### config.mk
export PLATFORM = sky130hd
export DESIGN_NAME = mem_arbiter_flat
export DESIGN_NICKNAME = d
export VERILOG_FILES = /design/src/rtl/mem_arb_pkg.sv /design/src/rtl/mem_arbiter_if.sv /design/src/rtl/mem_arb_rsp_pipe.sv /design/src/rtl/mem_arbiter.sv /design/src/flat_wrapper.sv
export SDC_FILE = /design/constraint.sdc
export NUM_CORES = 1
export LEC_CHECK = 0
export CAP_MARGIN = 20
export CORE_AREA = 2 2 86 88
export CTS_CLUSTER_SIZE = 24
export DETAILED_ROUTE_END_ITERATION = 16
export DIE_AREA = 0 0 88 90
export PLACE_DENSITY = 0.7
export SETUP_SLACK_MARGIN = 0.3
export SLEW_MARGIN = 10
export SYNTH_ARGS = -nofsm -noshare
export SYNTH_HDL_FRONTEND = slang
export SYNTH_SLANG_ARGS = --single-unit
### constraint.sdc
create_clock -name i_clk -period 2.8 [get_ports i_clk]
set_input_delay 0.7 -clock i_clk [delete_from_list [all_inputs] [get_ports i_clk]]
set_output_delay 0.7 -clock i_clk [all_outputs]
set_load 0.1 [all_outputs]
### src/rtl/mem_arb_pkg.sv
// Shared types for the two-requester memory arbiter: owner encoding and
// the response tag carried through the read-latency pipe.
package mem_arb_pkg;
  localparam int ADDR_W_DEF = 14;
  localparam int DATA_W_DEF = 32;

  typedef enum logic {
    OWNER_IF = 1'b0,
    OWNER_LS = 1'b1
  } owner_e;

  typedef struct packed {
    logic   valid;
    owner_e owner;
  } rsp_tag_t;
endpackage

### src/rtl/mem_arbiter_if.sv
// Bus bundle for the arbiter: both requester ports plus the memory port.
// slave = arbiter view, master = core/memory view.
interface mem_arbiter_if #(
  parameter int ADDR_W = 14,
  parameter int DATA_W = 32
);
  logic              i_if_req;
  logic [ADDR_W-1:0] i_if_addr;
  logic              o_if_gnt;
  logic              o_if_rvalid;
  logic [DATA_W-1:0] o_if_rdata;

  logic                i_ls_req;
  logic                i_ls_we;
  logic [ADDR_W-1:0]   i_ls_addr;
  logic [DATA_W-1:0]   i_ls_wdata;
  logic [DATA_W/8-1:0] i_ls_wmask;
  logic                o_ls_gnt;
  logic                o_ls_rvalid;
  logic [DATA_W-1:0]   o_ls_rdata;

  logic                o_mem_read;
  logic                o_mem_write;
  logic [ADDR_W-1:0]   o_mem_addr;
  logic [DATA_W-1:0]   o_mem_wdata;
  logic [DATA_W/8-1:0] o_mem_wmask;
  logic [DATA_W-1:0]   i_mem_rdata;

  modport slave (
    input  i_if_req, i_if_addr,
    output o_if_gnt, o_if_rvalid, o_if_rdata,
    input  i_ls_req, i_ls_we, i_ls_addr, i_ls_wdata, i_ls_wmask,
    output o_ls_gnt, o_ls_rvalid, o_ls_rdata,
    output o_mem_read, o_mem_write, o_mem_addr, o_mem_wdata, o_mem_wmask,
    input  i_mem_rdata
  );

  modport master (
    output i_if_req, i_if_addr,
    input  o_if_gnt, o_if_rvalid, o_if_rdata,
    output i_ls_req, i_ls_we, i_ls_addr, i_ls_wdata, i_ls_wmask,
    input  o_ls_gnt, o_ls_rvalid, o_ls_rdata,
    input  o_mem_read, o_mem_write, o_mem_addr, o_mem_wdata, o_mem_wmask,
    output i_mem_rdata
  );
endinterface

### src/rtl/mem_arb_rsp_pipe.sv
// RD_LAT-deep {valid,owner} delay line; the tail lines up with the memory's
// read data so it says who (if anyone) owns the current i_mem_rdata.
module mem_arb_rsp_pipe
  import mem_arb_pkg::*;
#(
  parameter int RD_LAT = 1
) (
  input  logic     i_clk,
  input  logic     i_rst_n,
  input  rsp_tag_t push_i,
  output rsp_tag_t tail_o
);
  rsp_tag_t tag_q [RD_LAT];

  always_ff @(posedge i_clk or negedge i_rst_n) begin
    if (!i_rst_n) begin
      for (int i = 0; i < RD_LAT; i++) tag_q[i] <= '0;
    end else begin
      tag_q[0] <= push_i;
      for (int i = 1; i < RD_LAT; i++) tag_q[i] <= tag_q[i-1];
    end
  end

  assign tail_o = tag_q[RD_LAT-1];
endmodule

### src/rtl/mem_arbiter.sv
// Two-way round-robin arbiter in front of a single-port memory. Grant and
// memory command are combinational; read data is routed back by owner tag.
module mem_arbiter
  import mem_arb_pkg::*;
#(
  parameter int ADDR_W = ADDR_W_DEF,
  parameter int DATA_W = DATA_W_DEF,
  parameter int RD_LAT = 1
) (
  input  logic          i_clk,
  input  logic          i_rst_n,
  mem_arbiter_if.slave  bus
);
  localparam int MASK_W = DATA_W / 8;

  owner_e   last_owner_q, last_owner_d;
  logic     if_gnt, ls_gnt;
  logic     mem_rd, mem_wr;
  rsp_tag_t push_tag, tail_tag;

  // Grants are forced low while reset is asserted so nothing leaks out
  // between async assert and the next edge.
  always_comb begin
    if_gnt = 1'b0;
    ls_gnt = 1'b0;
    if (i_rst_n) begin
      if (bus.i_if_req && bus.i_ls_req) begin
        if (last_owner_q == OWNER_LS) if_gnt = 1'b1;
        else                          ls_gnt = 1'b1;
      end else begin
        if_gnt = bus.i_if_req;
        ls_gnt = bus.i_ls_req;
      end
    end
  end

  always_comb begin
    last_owner_d = last_owner_q;
    if (if_gnt)      last_owner_d = OWNER_IF;
    else if (ls_gnt) last_owner_d = OWNER_LS;
  end

  always_ff @(posedge i_clk or negedge i_rst_n) begin
    if (!i_rst_n) last_owner_q <= OWNER_LS;
    else          last_owner_q <= last_owner_d;
  end

  assign mem_rd = if_gnt | (ls_gnt & ~bus.i_ls_we);
  assign mem_wr = ls_gnt & bus.i_ls_we;

  // Unused command fields are zeroed rather than left floating on the bus.
  always_comb begin
    bus.o_mem_addr  = '0;
    bus.o_mem_wdata = '0;
    bus.o_mem_wmask = '0;
    if (if_gnt) begin
      bus.o_mem_addr = bus.i_if_addr;
    end else if (ls_gnt) begin
      bus.o_mem_addr = bus.i_ls_addr;
      if (bus.i_ls_we) begin
        bus.o_mem_wdata = bus.i_ls_wdata;
        bus.o_mem_wmask = bus.i_ls_wmask;
      end
    end
  end

  assign bus.o_mem_read  = mem_rd;
  assign bus.o_mem_write = mem_wr;
  assign bus.o_if_gnt    = if_gnt;
  assign bus.o_ls_gnt    = ls_gnt;

  assign push_tag.valid = mem_rd;
  assign push_tag.owner = ls_gnt ? OWNER_LS : OWNER_IF;

  mem_arb_rsp_pipe #(.RD_LAT(RD_LAT)) u_rsp_pipe (
    .i_clk   (i_clk),
    .i_rst_n (i_rst_n),
    .push_i  (push_tag),
    .tail_o  (tail_tag)
  );

  assign bus.o_if_rvalid = tail_tag.valid && (tail_tag.owner == OWNER_IF);
  assign bus.o_ls_rvalid = tail_tag.valid && (tail_tag.owner == OWNER_LS);
  assign bus.o_if_rdata  = bus.i_mem_rdata;
  assign bus.o_ls_rdata  = bus.i_mem_rdata;

  logic [MASK_W-1:0] unused_mask_w;
  assign unused_mask_w = '0;
endmodule
### src/flat_wrapper.sv
// flat-port wrapper written by rule: the top's interface ports become plain ports
module mem_arbiter_flat import mem_arb_pkg::*;
#(
  parameter int ADDR_W = ADDR_W_DEF,
  parameter int DATA_W = DATA_W_DEF,
  parameter int RD_LAT = 1
)
  (i_clk, i_rst_n, bus_i_if_req, bus_i_if_addr, bus_o_if_gnt, bus_o_if_rvalid, bus_o_if_rdata, bus_i_ls_req, bus_i_ls_we, bus_i_ls_addr, bus_i_ls_wdata, bus_i_ls_wmask, bus_o_ls_gnt, bus_o_ls_rvalid, bus_o_ls_rdata, bus_o_mem_read, bus_o_mem_write, bus_o_mem_addr, bus_o_mem_wdata, bus_o_mem_wmask, bus_i_mem_rdata);
  mem_arbiter_if #(.ADDR_W(ADDR_W), .DATA_W(DATA_W)) bus_i ();
  input  logic i_clk;
  input  logic i_rst_n;
  input wire logic [$bits(bus_i.i_if_req)-1:0] bus_i_if_req;
  input wire logic [$bits(bus_i.i_if_addr)-1:0] bus_i_if_addr;
  output wire logic [$bits(bus_i.o_if_gnt)-1:0] bus_o_if_gnt;
  output wire logic [$bits(bus_i.o_if_rvalid)-1:0] bus_o_if_rvalid;
  output wire logic [$bits(bus_i.o_if_rdata)-1:0] bus_o_if_rdata;
  input wire logic [$bits(bus_i.i_ls_req)-1:0] bus_i_ls_req;
  input wire logic [$bits(bus_i.i_ls_we)-1:0] bus_i_ls_we;
  input wire logic [$bits(bus_i.i_ls_addr)-1:0] bus_i_ls_addr;
  input wire logic [$bits(bus_i.i_ls_wdata)-1:0] bus_i_ls_wdata;
  input wire logic [$bits(bus_i.i_ls_wmask)-1:0] bus_i_ls_wmask;
  output wire logic [$bits(bus_i.o_ls_gnt)-1:0] bus_o_ls_gnt;
  output wire logic [$bits(bus_i.o_ls_rvalid)-1:0] bus_o_ls_rvalid;
  output wire logic [$bits(bus_i.o_ls_rdata)-1:0] bus_o_ls_rdata;
  output wire logic [$bits(bus_i.o_mem_read)-1:0] bus_o_mem_read;
  output wire logic [$bits(bus_i.o_mem_write)-1:0] bus_o_mem_write;
  output wire logic [$bits(bus_i.o_mem_addr)-1:0] bus_o_mem_addr;
  output wire logic [$bits(bus_i.o_mem_wdata)-1:0] bus_o_mem_wdata;
  output wire logic [$bits(bus_i.o_mem_wmask)-1:0] bus_o_mem_wmask;
  input wire logic [$bits(bus_i.i_mem_rdata)-1:0] bus_i_mem_rdata;
  assign bus_i.i_if_req = bus_i_if_req;
  assign bus_i.i_if_addr = bus_i_if_addr;
  assign bus_o_if_gnt = bus_i.o_if_gnt;
  assign bus_o_if_rvalid = bus_i.o_if_rvalid;
  assign bus_o_if_rdata = bus_i.o_if_rdata;
  assign bus_i.i_ls_req = bus_i_ls_req;
  assign bus_i.i_ls_we = bus_i_ls_we;
  assign bus_i.i_ls_addr = bus_i_ls_addr;
  assign bus_i.i_ls_wdata = bus_i_ls_wdata;
  assign bus_i.i_ls_wmask = bus_i_ls_wmask;
  assign bus_o_ls_gnt = bus_i.o_ls_gnt;
  assign bus_o_ls_rvalid = bus_i.o_ls_rvalid;
  assign bus_o_ls_rdata = bus_i.o_ls_rdata;
  assign bus_o_mem_read = bus_i.o_mem_read;
  assign bus_o_mem_write = bus_i.o_mem_write;
  assign bus_o_mem_addr = bus_i.o_mem_addr;
  assign bus_o_mem_wdata = bus_i.o_mem_wdata;
  assign bus_o_mem_wmask = bus_i.o_mem_wmask;
  assign bus_i.i_mem_rdata = bus_i_mem_rdata;
  mem_arbiter #(.ADDR_W(ADDR_W), .DATA_W(DATA_W), .RD_LAT(RD_LAT)) u_core (.i_clk(i_clk), .i_rst_n(i_rst_n), .bus(bus_i));
endmodule
==> flow_metrics.py <==
metrics = {
    "yosys": {
        "synth_sequential_area_ratio": 0.06763,
        "synth_top_area_share": 0.4324,
        "synthesized_area_fraction_occupied_by_ao_oa_aoi_and_oai_cells": 0.1109,
        "yosysTopAreaCell": "sky130_fd_sc_hd__buf_4",
        "synthesized_area_fraction_occupied_by_and_or_nand_nor_cells": 0.3381,
        "synthesis.instances": 167,
        "yosys_warnings": 0,
        "netlist_area_um2": 1129,
        "synth.lib_cells_used.distinct": 18,
        "synth.ff_latch_count": 3,
        "synth_top_family_by_area": "buffers and inverters",
        "synth_net_count": 268,
        "yosys-top-cells-area": "sky130_fd_sc_hd__buf_4, sky130_fd_sc_hd__and2_1, sky130_fd_sc_hd__nand2_1, sky130_fd_sc_hd__o22ai_1, sky130_fd_sc_hd__dfrtp_1",
        "yosys.area_share.xor_xnor": 0,
        "mux_cell_area_share_after_synthesis": 0,
        "synth_area_in_adders": 0,
        "avgSynthCellArea_um2": 6.758,
    },
    "routing": {
        "drcViolationCount": 0,
        "avgRoutedWirePerCell_um": 13.34,
        "detail_route.wirelength.met1_um": 1418,
        "met2_length_um": 2470,
        "drt_wl_total_um": 4562,
        "viasPerCell": 3.781,
        "detailroute.via_count": 1293,
        "detailedRoute.firstIterationViolations": 20,
        "drt.antenna.violating_nets": 0,
        "highest_layer": "met4",
        "wl_met3_um": 569,
        "dr.pass1.iters": 4,
    },
    "critical_path": {
        "regToRegStartpoint": "u_core.last_owner_q",
        "crit_chain": "buf_6 > a21bo_4 > nor2_8 > buf_6 > buf_12 > buf_16 > and2_4 > buf_12",
        "worst_path_largest_cell_delay_ps": 220,
        "slowest_stage": "sky130_fd_sc_hd__a21bo_4",
        "timing.rr.end": "u_core.u_rsp_pipe.tail_o[0]",
        "path_class": "input port to output port",
        "timing.reg2reg.worst_path_depth": 4,
        "critPathLaunchType": "input port",
        "required_time_of_the_critical_path_ps": 2100,
        "r2r_setup_slack_ps": 1500,
        "critical_path_arrival_ps": 1790,
        "critical_path.startpoint": "bus_i_if_req",
        "setup.worst_path.end_class": "output port",
        "critPathMaxFanout": 8,
    },
    "die": {
        "floorplan.initialDensity": 0.1608,
        "die_height_um": 90,
        "horiz_die_dim_um": 88,
        "rows": 31,
        "io_pins": 221,
        "core-area_um2": 7020,
        "die_area_um2": 7920,
    },
    "grt": {
        "grt_pass1_wl_um": 6886,
        "via_count_of_the_first_global_routing_pass": 1348,
        "grt_antenna_before_repair": 0,
        "grt.total_usage": 0.1092,
        "grt_overflow_total": 0,
        "largest_net_degree_at_the_start_of_global_routing": 24,
    },
    "timing": {
        "worst_clock_skew_ps": 1.111,
        "period_utilization_post_route": 0.8893,
        "max_slew_margin": 0.8157,
        "rsz_0062_raised_after_global_routing": "true",
        "timing_max_transition_violations_final": 0,
        "timing.final.crit_period_ps": 2490,
        "number_of_hold_slack_violations_in_the_final_timing_report": 0,
        "achievable-frequency_mhz": 401.6,
        "transition_time_at_the_pin_with_the_least_slew_margin_ps": 278.7,
        "timing.final.setup_violations": 0,
    },
    "layout": {
        "share_of_post_route_cells_with_drive_strength_above_1": 0.5761,
        "area_delta_synth_final_pct": 165.3,
        "mostFrequentLayoutCell": "sky130_fd_sc_hd__clkdlybuf4s50_1",
        "num_antenna_cells": 0,
        "finished_layout_cell_area_um2": 2994,
        "post-route-util": 0.4265,
        "commonest_cells_after_routing_fill_and_taps_aside": "sky130_fd_sc_hd__clkdlybuf4s50_1, sky130_fd_sc_hd__buf_12, sky130_fd_sc_hd__nand2_1",
        "fin_cells": 342,
        "design.final.nets": 345,
    },
    "clock_network": {
        "max-clock-path-buffers": 2,
        "cts.sink_count": 3,
        "cts_hold_repair.buffers": 0,
        "tritoncts.num_buffers": 3,
        "clock_slew_at_the_register_clock_pins_of_the_worst_setup_and_hold_paths_ps": 30,
        "clock-root-buffer": "sky130_fd_sc_hd__clkbuf_8",
        "clock_tree.htree_level_count": 1,
        "clkLatencyLatePin_ps": 210,
        "tritoncts": "built",
    },
    "placed_design": {
        "hpwlAfterDp_um": 3578,
        "dpl_cell_area_um2": 2753,
        "gp_congestion": 0.6959,
        "portBuffers": 124,
        "place.detailed.instances": 327,
    },
    "flow_run": {
        "timing.max_cap.violations": 0,
    },
    "min_path": {
        "hold_path_class": "input port to asynchronous set/reset pin",
    },
    "pwr": {
        "ir_drop_v": 0.0001181,
        "power.density_nw_per_um2": 281.1,
        "cellLeakagePower_nw": 1.239,
    },
    "run_status": {
        "outcome": "complete, no violations",
    },
}
## registers in the layout, indices dropped and copies added, names as in the netlist
register,flops
u_core.u_rsp_pipe.tail_o,2
u_core.last_owner_q,1
## critical path: cells and delay by family
kind | cells | cell delay [ps]
buffers and inverters | 5 | 580
AND/OR/NAND/NOR | 2 | 280
AO/OA/AOI/OAI | 1 | 220
## cell families after synthesis
kind of cell,Yosys count
DFF,3
buffers and inverters,74
AOI/OAI and AO/OA,19
and+or+nand+nor,71
## final cells by class
type,count,area (um^2)
Inverter,2,7.507
Timing Repair Buffer,144,2044
Sequential cell,3,76.32
Multi-Input combinational cell,90,696.9
Clock buffer,4,45.04
Tap cell,99,123.9
Fill cell,657,4026
## what timing repair did
item                       CTS  global route
pin swaps                   15             5
setup endpoints to repair   54            27
setup buffers                7             1
resized for setup           40             1
gates cloned                 3             0
## Yosys cell counts, drive strengths merged
cell type,instances
or2b,1
and2,37
nand2,29
a21oi,2
o22ai,14
clkbuf,3
buf,69
dfrtp,2
nor2,3
a21bo,1
nor2b,1
o21ai,1
a31oi,1
dfstp,1
inv,2
## power breakdown
part	internal, mW	total [mW]	switching (mW)	leakage (nW)
combinational	0.287	0.661	0.374	1.18
sequential	0.0509	0.0565	0.00553	0.0365
clock	0.0969	0.124	0.0268	0.0228
total	0.435	0.842	0.407	1.24
## per-stage QoR
step           setup slack, ps  hold WS [ps]  power, mW  setup TNS, ps
2_1_floorplan            51.30         404.4     0.8454              0
3_3_place_gp             3.851         533.9     0.6864              0
3_5_place_dp            -21.94         584.6     0.6919         -244.7
4_1_cts                  310.9         298.6     0.8497              0
5_1_grt                  262.3         298.5     0.8791              0
6_report                 309.9         300.5     0.8416              0
## metal layers
metal  track usage  vias to the layer above
li1              -                      615
met1       0.09845                      557
met2        0.2128                      106
met3       0.03673                       15
met4       0.04487                        0
met5             0                        -
## worst max-delay path by stage
stage	endpoint	cells after the start	slack, ps
after detailed placement	bus_o_mem_read	5	-20
after global placement	bus_o_mem_wdata[19]	6	4
after CTS	bus_o_mem_wdata[30]	8	310
final	bus_o_mem_wdata[5]	8	310
after floorplan	bus_o_mem_addr[10]	4	50
after global routing	bus_o_mem_wdata[5]	8	260
No activity file was read; power rests on OpenSTA's default activity.
